===== src/rtl/seq_multiplier_pkg.sv =====
// Shared constants for the iterative ALU units: data width and FSM state encodings.
package seq_multiplier_pkg;

  localparam int DATA_W = 32;

  typedef enum logic [1:0] {
    IDLE = 2'd0,
    RUN  = 2'd1,
    DONE = 2'd2
  } state_t;

endpackage : seq_multiplier_pkg


===== src/rtl/seq_multiplier_if.sv =====
// Start/busy/done handshake plus operand and result bus of the sequential multiplier.
interface seq_multiplier_if
  import seq_multiplier_pkg::*;
#(
  parameter int WIDTH = DATA_W
);

  logic             enable;
  logic [WIDTH-1:0] op1;
  logic [WIDTH-1:0] op2;
  logic             busy;
  logic             done;
  logic [WIDTH-1:0] result;
  logic [WIDTH-1:0] result_hi;
  logic             overflow;

  modport master (
    output enable, op1, op2,
    input  busy, done, result, result_hi, overflow
  );

  modport slave (
    input  enable, op1, op2,
    output busy, done, result, result_hi, overflow
  );

endinterface : seq_multiplier_if


===== src/rtl/seq_multiplier_mul_step.sv =====
// One shift-add iteration: conditionally add the multiplicand into the upper
// half, then shift the whole {carry, upper, lower} register right by one.
module mul_step
  import seq_multiplier_pkg::*;
#(
  parameter int WIDTH = DATA_W
) (
  input  logic [2*WIDTH:0]  prod_i,
  input  logic [WIDTH-1:0]  mcand_i,
  output logic [2*WIDTH:0]  prod_o
);

  logic [WIDTH:0]   upper_sum;
  logic [2*WIDTH:0] pre_shift;

  // Upper half is widened by one bit so the add carry survives into the shift.
  always_comb begin
    upper_sum = prod_i[2*WIDTH:WIDTH];
    if (prod_i[0]) begin
      upper_sum = {1'b0, prod_i[2*WIDTH-1:WIDTH]} + {1'b0, mcand_i};
    end
    pre_shift = {upper_sum, prod_i[WIDTH-1:0]};
    prod_o    = pre_shift >> 1;
  end

endmodule : mul_step


===== src/rtl/seq_multiplier.sv =====
// Iterative shift-add unsigned multiplier with start/busy/done handshake.
// Produces the full double-width product and an overflow flag (high half != 0).
//
//   state | meaning
//   ------+---------------------------------------------------------------
//   IDLE  | waiting for enable; outputs hold the last result
//   RUN   | one shift-add step per cycle, counter counts WIDTH down to 1
//   DONE  | product final; next edge registers outputs and pulses done,
//         | and may restart immediately if enable is high
module seq_multiplier
  import seq_multiplier_pkg::*;
#(
  parameter int WIDTH = DATA_W,
  parameter int CNT_W = 6
) (
  input  logic              clock,
  input  logic              reset,
  seq_multiplier_if.slave   bus
);

  localparam int PW = 2 * WIDTH + 1;

  state_t           state_q, state_d;
  logic [WIDTH-1:0] mcand_q, mcand_d;
  logic [PW-1:0]    prod_q, prod_d;
  logic [CNT_W-1:0] cnt_q, cnt_d;
  logic             busy_q, busy_d;
  logic             done_q, done_d;
  logic [WIDTH-1:0] result_q, result_d;
  logic [WIDTH-1:0] result_hi_q, result_hi_d;
  logic             overflow_q, overflow_d;

  logic [PW-1:0]    prod_step;

  mul_step #(
    .WIDTH (WIDTH)
  ) u_mul_step (
    .prod_i  (prod_q),
    .mcand_i (mcand_q),
    .prod_o  (prod_step)
  );

  // Next-state, datapath and registered-output logic for the multiply FSM.
  always_comb begin
    state_d     = state_q;
    mcand_d     = mcand_q;
    prod_d      = prod_q;
    cnt_d       = cnt_q;
    done_d      = 1'b0;
    result_d    = result_q;
    result_hi_d = result_hi_q;
    overflow_d  = overflow_q;

    unique case (state_q)
      IDLE: begin
        if (bus.enable) begin
          mcand_d = bus.op1;
          prod_d  = {1'b0, {WIDTH{1'b0}}, bus.op2};
          cnt_d   = CNT_W'(WIDTH);
          state_d = RUN;
        end
      end

      RUN: begin
        prod_d = prod_step;
        cnt_d  = cnt_q - CNT_W'(1);
        if (cnt_q == CNT_W'(1)) begin
          state_d = DONE;
        end
      end

      DONE: begin
        done_d      = 1'b1;
        result_d    = prod_q[WIDTH-1:0];
        result_hi_d = prod_q[2*WIDTH-1:WIDTH];
        overflow_d  = |prod_q[2*WIDTH-1:WIDTH];
        state_d     = IDLE;
        // Back-to-back start: the product register is reloaded on the same
        // edge that copies the finished product into the output registers.
        if (bus.enable) begin
          mcand_d = bus.op1;
          prod_d  = {1'b0, {WIDTH{1'b0}}, bus.op2};
          cnt_d   = CNT_W'(WIDTH);
          state_d = RUN;
        end
      end

      default: begin
        state_d = IDLE;
      end
    endcase

    busy_d = (state_d != IDLE);
  end

  // State and all registered outputs; reset aborts any operation in flight.
  always_ff @(posedge clock or posedge reset) begin
    if (reset) begin
      state_q     <= IDLE;
      mcand_q     <= '0;
      prod_q      <= '0;
      cnt_q       <= '0;
      busy_q      <= 1'b0;
      done_q      <= 1'b0;
      result_q    <= '0;
      result_hi_q <= '0;
      overflow_q  <= 1'b0;
    end else begin
      state_q     <= state_d;
      mcand_q     <= mcand_d;
      prod_q      <= prod_d;
      cnt_q       <= cnt_d;
      busy_q      <= busy_d;
      done_q      <= done_d;
      result_q    <= result_d;
      result_hi_q <= result_hi_d;
      overflow_q  <= overflow_d;
    end
  end

  assign bus.busy      = busy_q;
  assign bus.done      = done_q;
  assign bus.result    = result_q;
  assign bus.result_hi = result_hi_q;
  assign bus.overflow  = overflow_q;

endmodule : seq_multiplier


===== src/flat_wrapper.sv =====
// flat-port wrapper written by rule: the top's interface ports become plain ports
module seq_multiplier_flat import seq_multiplier_pkg::*;
#(
  parameter int WIDTH = DATA_W,
  parameter int CNT_W = 6
)
  (clock, reset, bus_enable, bus_op1, bus_op2, bus_busy, bus_done, bus_result, bus_result_hi, bus_overflow);
  seq_multiplier_if #(.WIDTH(WIDTH)) bus_i ();
  input  logic clock;
  input  logic reset;
  input wire logic [$bits(bus_i.enable)-1:0] bus_enable;
  input wire logic [$bits(bus_i.op1)-1:0] bus_op1;
  input wire logic [$bits(bus_i.op2)-1:0] bus_op2;
  output wire logic [$bits(bus_i.busy)-1:0] bus_busy;
  output wire logic [$bits(bus_i.done)-1:0] bus_done;
  output wire logic [$bits(bus_i.result)-1:0] bus_result;
  output wire logic [$bits(bus_i.result_hi)-1:0] bus_result_hi;
  output wire logic [$bits(bus_i.overflow)-1:0] bus_overflow;
  assign bus_i.enable = bus_enable;
  assign bus_i.op1 = bus_op1;
  assign bus_i.op2 = bus_op2;
  assign bus_busy = bus_i.busy;
  assign bus_done = bus_i.done;
  assign bus_result = bus_i.result;
  assign bus_result_hi = bus_i.result_hi;
  assign bus_overflow = bus_i.overflow;
  seq_multiplier #(.WIDTH(WIDTH), .CNT_W(CNT_W)) u_core (.clock(clock), .reset(reset), .bus(bus_i));
endmodule

===== config.mk =====
export PLATFORM = sky130hd
export DESIGN_NAME = seq_multiplier_flat
export DESIGN_NICKNAME = d
export VERILOG_FILES = /design/src/rtl/seq_multiplier_pkg.sv /design/src/rtl/seq_multiplier_if.sv /design/src/rtl/seq_multiplier_mul_step.sv /design/src/rtl/seq_multiplier.sv /design/src/flat_wrapper.sv
export SDC_FILE = /design/constraint.sdc
export NUM_CORES = 1
export LEC_CHECK = 0
export CAP_MARGIN = 25
export CORE_ASPECT_RATIO = 1.5
export CORE_MARGIN = 2
export CORE_UTILIZATION = 55
export DETAILED_ROUTE_END_ITERATION = 16
export PLACE_DENSITY = 0.9
export SETUP_SLACK_MARGIN = 0.02
export SYNTH_ARGS = -nofsm -noshare
export SYNTH_HDL_FRONTEND = slang
export SYNTH_SLANG_ARGS = --single-unit

===== constraint.sdc =====
create_clock -name clock -period 8.4 [get_ports clock]
set_input_delay 0.84 -clock clock [delete_from_list [all_inputs] [get_ports clock]]
set_output_delay 0.84 -clock clock [all_outputs]
set_load 0.01 [all_outputs]

# After elaboration in Yosys (flattened, before gate mapping)
# Index checks and enable logic that the tools add are counted.
[word_totals] register_bits=172 in_bits=67 out_inout_bits=67 elab_cells=32
[op_classes] add_sub_neg=2 eq_ne=4 muxes=10 reduce_logical=7
[ops] op="65-bit one-hot mux with 2 select lines" count=1
[ops] op="65-bit two-way mux" count=1
[ops] op="32-bit by 32-bit adder with 33-bit output" count=1
[ops] op="33-bit two-way mux" count=1
[ops] op="32-bit OR reduction" count=1
[ops] op="6-bit one-hot mux with 2 select lines" count=1
[ops] op="6-bit by 1-bit == test with 1-bit output (second input constant)" count=1
[ops] op="6-bit two-way mux" count=1
[ops] op="2-bit one-hot mux with 3 select lines" count=1
[ops] op="6-bit by 1-bit subtractor with 6-bit output (second input constant)" count=1
[ops] op="2-bit two-way mux" count=2
[ops] op="2-bit AND reduction" count=2
[ops] op="2-bit nonzero test" count=2
[ops] op="2-bit by 1-bit == test with 1-bit output (second input constant)" count=1
[ops] op="2-bit == test (second input constant)" count=1
[ops] op="2-bit logical NOT" count=1
[ops] op="1-bit two-way mux" count=2
[ops] op="2-bit by 1-bit inequality test with 1-bit output (second input constant)" count=1
[ops] op="2-bit OR reduction" count=1

# Depth between registers and ports, before layout
[logic_depth] depth_word=4 depth_mapped=10

# Modules after synthesis
# From an unflattened synthesis, not the netlist that was laid out.
[hier_totals] hier_cells=906 area_unflattened_um2=9296.4
[by_module_without_submodules] module="seq_multiplier" instances=1 cells_each=541 area_each_um2=6705.2 seq_area_each_um2=4304.1
[by_module_without_submodules] module="mul_step" instances=1 cells_each=365 area_each_um2=2591.2 seq_area_each_um2=0.0

# Least setup slack after synthesis
# OpenSTA, ideal clock, no wires.
[synth_timing] kind="register to register" startpoint="reg u_core.prod_q[32]" endpoint="reg u_core.prod_q[49]" setup_ns=0.124 t_arrival_ns=2.172 path_slack_ns=6.104 path_stages_with_launch=11 path_buffers=0 synth_period_minus_slack_ns=2.296 path_cell_list="dfrtp_1 -> ha_1 -> fa_1 -> a21oi_1 -> o211ai_1 -> nand3_1 -> a21oi_1 -> a311oi_1 -> mux2i_1 -> o21ai_0 -> nand2_1"
[synth_via] elab_chain_cells=3
[synth_rtl] element="start, declared" line="seq_multiplier.sv:25" text="logic [PW-1:0] prod_q, prod_d;"
[synth_rtl] element="start signal, assigned" line="seq_multiplier.sv:111" text="prod_q <= prod_d;"
[synth_rtl] element="32-bit by 32-bit adder with 33-bit output" line="seq_multiplier_mul_step.sv:20" text="upper_sum = {1'b0, prod_i[2*WIDTH-1:WIDTH]} + {1'b0, mcand_i};"
[synth_rtl] element="33-bit two-way mux" line="seq_multiplier_mul_step.sv:19" text="if (prod_i[0]) begin"
[synth_rtl] element="65-bit one-hot mux with 2 select lines" line="seq_multiplier.sv:54" text="unique case (state_q)"
# No other way between the ends.
# A chain may end at the register's enable or synchronous reset.

# Final worst setup path
[layout_timing] startpoint="reg u_core.state_q[0]" endpoint="reg u_core.prod_q[61]"
[layout_via] elab_chain_cells=4
[layout_rtl] element="start, declared" line="seq_multiplier.sv:23" text="state_t state_q, state_d;"
[layout_rtl] element="start signal, assigned" line="seq_multiplier.sv:109" text="state_q <= state_d;"
[layout_rtl] element="2-bit == test or 2-bit logical NOT (tied branches)" line="seq_multiplier.sv:54"
[layout_rtl] element="2-bit OR reduction (no source line)"
[layout_rtl] element="2-bit by 1-bit inequality test with 1-bit output (no source line) or 2-bit nonzero test (tied branches)"
[layout_rtl] element="2-bit AND reduction (no source line)"
# Several ways; a longest one is shown, not always the timed one.

==> impl_results.md <==
* Cell repeated most along the worst path: buf_4
* Clk slew on worst S/H paths at 0.07 ns
* WP data arrival at 3.26 ns
* Via count at 6,898
* Slew HR at 0.325
* Synthesized cell area at 0.00865 mm2
* Mean Syn Cell Area at 10.3 um2
* Post-synth top area cell: dfrtp_1
* Synth Flop Type: dfrtp_1
* Share of the synthesized area in the top cell type at 0.495
* Synth cell types at 57
* Hold buffer count at CTS at 0
* Proportion of layout cells with a drive suffix above 1 at 0.126
* Drt initial violations at 523
* FF-to-FF path depth at 6
* Slew Limit Fails at 0
* Skew-Pair Late Insertion Delay at 0.43 ns
* Synth Area in Compound Gates at 0.134
* R2r startpoint: u_core.state_q[0]$_DFF_PP0_
* Flops & latches, synth at 171
* Clock Sinks at 171
* Post-Route WL at 20,700 um
* Max Root-Sink Buffers at 2
* Slowest CP cell: dfrtp_2
* Slowest stage delay, CP at 1.04 ns
* Yosys warning count at 0
* Worst Hold End: u_core.mcand_q[14]$_DFFE_PP0P_
* R2R Path End: u_core.prod_q[61]$_DFFE_PP0P_
* Placed Area at 0.0101 mm2
* Synthesized instance count at 841
* IO buf count at 133
* Synth-to-layout area growth at 24.2%
* Setup tns final at 0 ns
* Static Leakage at 0.00507 uW
* Met3 wire len at 991 um
* Met2 wire len at 11,000 um
* Synth cell count leaders: nand2_1, dfrtp_1, o21ai_0, mux2_2, mux2i_1
* Remaining Overflow, GRT at 0
* Top-count cell post-synth: nand2_1
* Fin crit share at 0.347
* Outcome: finished clean
* Residual DRC at 0
* H-Tree Depth at 4
* Routability cong. at 0.951
* Reg2Reg Setup Slack at 5.48 ns
* Crit end category: flop
* Mux cell area share after synthesis at 0.134
* Final Setup Violations at 0
* FP Rows at 56
* Element type at the critical path start: flop
* Hold_sp: u_core.mcand_q[14]$_DFFE_PP0P_
* PwrDens at 396 mW/mm2
* Cts bufs inserted at 17
* DRT Pass-1 Iters at 6
* Final min period at 2.92 ns
* Initial antenna violation count at 0
* Design area at 0.0107 mm2
* Die X at 106 um
* Min-delay worst type: reg -> reg
* ANT nets after route at 0
* Vias in the first global route at 7,025
* Top sig layer: met4
* Cell Chain, Critical Path: nor2b_2 -> buf_4 -> nor2_4 -> buf_4 -> a222oi_1 -> o21ai_1
* All-layer global routing usage at 0.257
* CP required at 8.74 ns
* First-pass GRT wire length at 34,100 um
* Setup bufs post-CTS at 0
* IO Count at 134
* Seq/Total Area, Yosys at 0.495
* # Max-Cap Violations at 0
* Vias per inst at 5.89
* Crit Path Max Fanout at 76
* Max Freq at 343 MHz
* Worst vdd ir at 0.000174 V
* Clk_skew at 0.00958 ns
* Worst-Margin Slew at 1.01 ns
* Area contributors post-synth: dfrtp_1, mux2_2, nand2_1
* Hold Path Stages at 2
* Resized cells post-CTS at 0
* Hpwl dp at 14,300 um
* Syn nets at 943
* CTS tree: yes
* Post-Synth XOR/XNOR Area at 0.0283
* Drt wl/cell at 17.7 um
* Die height at 158 um
* Post-synth ARST share at 1.00
* Fill cell count at 1,125
* Largest family of logic cells by synthesized area: multiplexers
* Adder-cell area share of the yosys netlist at 0.0515
* Final nets at 1,058
* Root Driver: clkbuf_16
* Die area at 0.0168 mm2
* M1 WL at 8070 um
* Core footprint at 0.0155 mm2
* Largest net degree at the start of global routing at 116
* Simple-gate portion of the synthesized area at 0.133
* Number of enable flip-flop cells after synthesis at 0
* RSZ-0062 raised after global routing: false
* WS Path Type: reg -> reg
* Hold Vio Cnt, Final at 0
* Starting density of the core at 0.559
* ANT cells at 0
==> routing by layer <==
layer  global-route usage  vias to the layer above
met3               0.0441                       69
met1                0.302                     3351
met4                0.117                        0
li1                     -                     3202
met2                0.459                      276
met5                    0                        -
==> registers in the layout, summed over array words and instances, names as in the netlist <==
signal                count
u_core.bus.busy           1
u_core.bus.done           1
u_core.bus.overflow       1
u_core.bus.result        32
u_core.bus.result_hi     32
u_core.cnt_q              6
u_core.mcand_q           32
u_core.prod_q            64
u_core.state_q            2
==> where the power goes <==
group	internal (uW)	switching [uW]
Combinational	917	1070
Clock	450	333
Sequential	1160	325
==> through the flow <==
| stage | std cells | power [uW] | hold slack, ns | utilization | setup WS, ns |
|---|---|---|---|---|---|
| 2_1_floorplan | 841 | 2820 | 0.450 | - | 2.93 |
| 3_3_place_gp | 1138 | 3330 | 0.463 | 0.654 | 5.23 |
| 3_5_place_dp | 1139 | 3450 | 0.468 | 0.655 | 5.18 |
| 4_1_cts | 1171 | 4250 | 0.485 | 0.692 | 5.50 |
| 5_1_grt | 1172 | 4570 | 0.521 | 0.694 | 5.26 |
| 6_report | 1172 | 4260 | 0.482 | 0.694 | 5.48 |
==> cell usage in the layout (no fill, tap or decap), drive strengths merged, types with 7 or more instances in the layout <==
cell | netlist | routed
xor2 | 12 | 12
clkbuf | 32 | 20
xnor2 | 16 | 16
nor4 | 10 | 10
buf | 13 | 8
nor2 | 23 | 23
mux2i | 44 | 44
clkdlybuf4s50 | 0 | 133
inv | 8 | 12
dfrtp | 171 | 171
nand4 | 9 | 9
nor2b | 7 | 7
ha | 34 | 34
a21o | 17 | 17
a21oi | 36 | 36
a22oi | 16 | 16
nand3 | 14 | 14
o21ai | 79 | 79
nand2 | 175 | 175
mux2 | 64 | 64
==> logic make-up (layout without fill, tap and decap cells) <==
| family | count (synthesis) | count (layout) |
|---|---|---|
| compound gates | 183 | 183 |
| xor+xnor | 28 | 28 |
| fa+ha+maj | 35 | 35 |
| buf+inv | 53 | 181 |
| flops | 171 | 171 |
| mux | 108 | 108 |
| simple gates | 263 | 263 |
==> how the worst max path moves through the flow <==
stage	startpoint	endpoint	cells after the start
final	u_core.state_q[0]$_DFF_PP0_	u_core.prod_q[61]$_DFFE_PP0P_	6
after global routing	u_core.state_q[0]$_DFF_PP0_	u_core.prod_q[61]$_DFFE_PP0P_	6
after CTS	u_core.state_q[0]$_DFF_PP0_	u_core.prod_q[61]$_DFFE_PP0P_	6
after detailed placement	bus_enable	u_core.prod_q[61]$_DFFE_PP0P_	7
after global placement	bus_enable	u_core.prod_q[61]$_DFFE_PP0P_	7
after floorplan	reset	u_core.bus.busy$_DFF_PP0_	1
==> critical path: cells and delay by family (launching register included) <==
| kind | cells | cell delay (ns) |
|---|---|---|
| DFF | 1 | 1.04 |
| and+or+nand+nor | 2 | 0.49 |
| buffers and inverters | 2 | 0.92 |
| AOI/OAI and AO/OA | 2 | 0.33 |
==> area by class of cell <==
type / count / area (um2) / area share
Multi-Input combinational cell: 617 / 4180 / 0.389
Sequential cell: 171 / 4280 / 0.398
Tap cell: 203 / 254 / 0.0236
Timing Repair Buffer: 141 / 1420 / 0.132
Clock inverter: 12 / 139 / 0.0129
Clock buffer: 20 / 447 / 0.0416
Inverter: 8 / 35.0 / 0.00326
(Power assumes the default switching activity.)
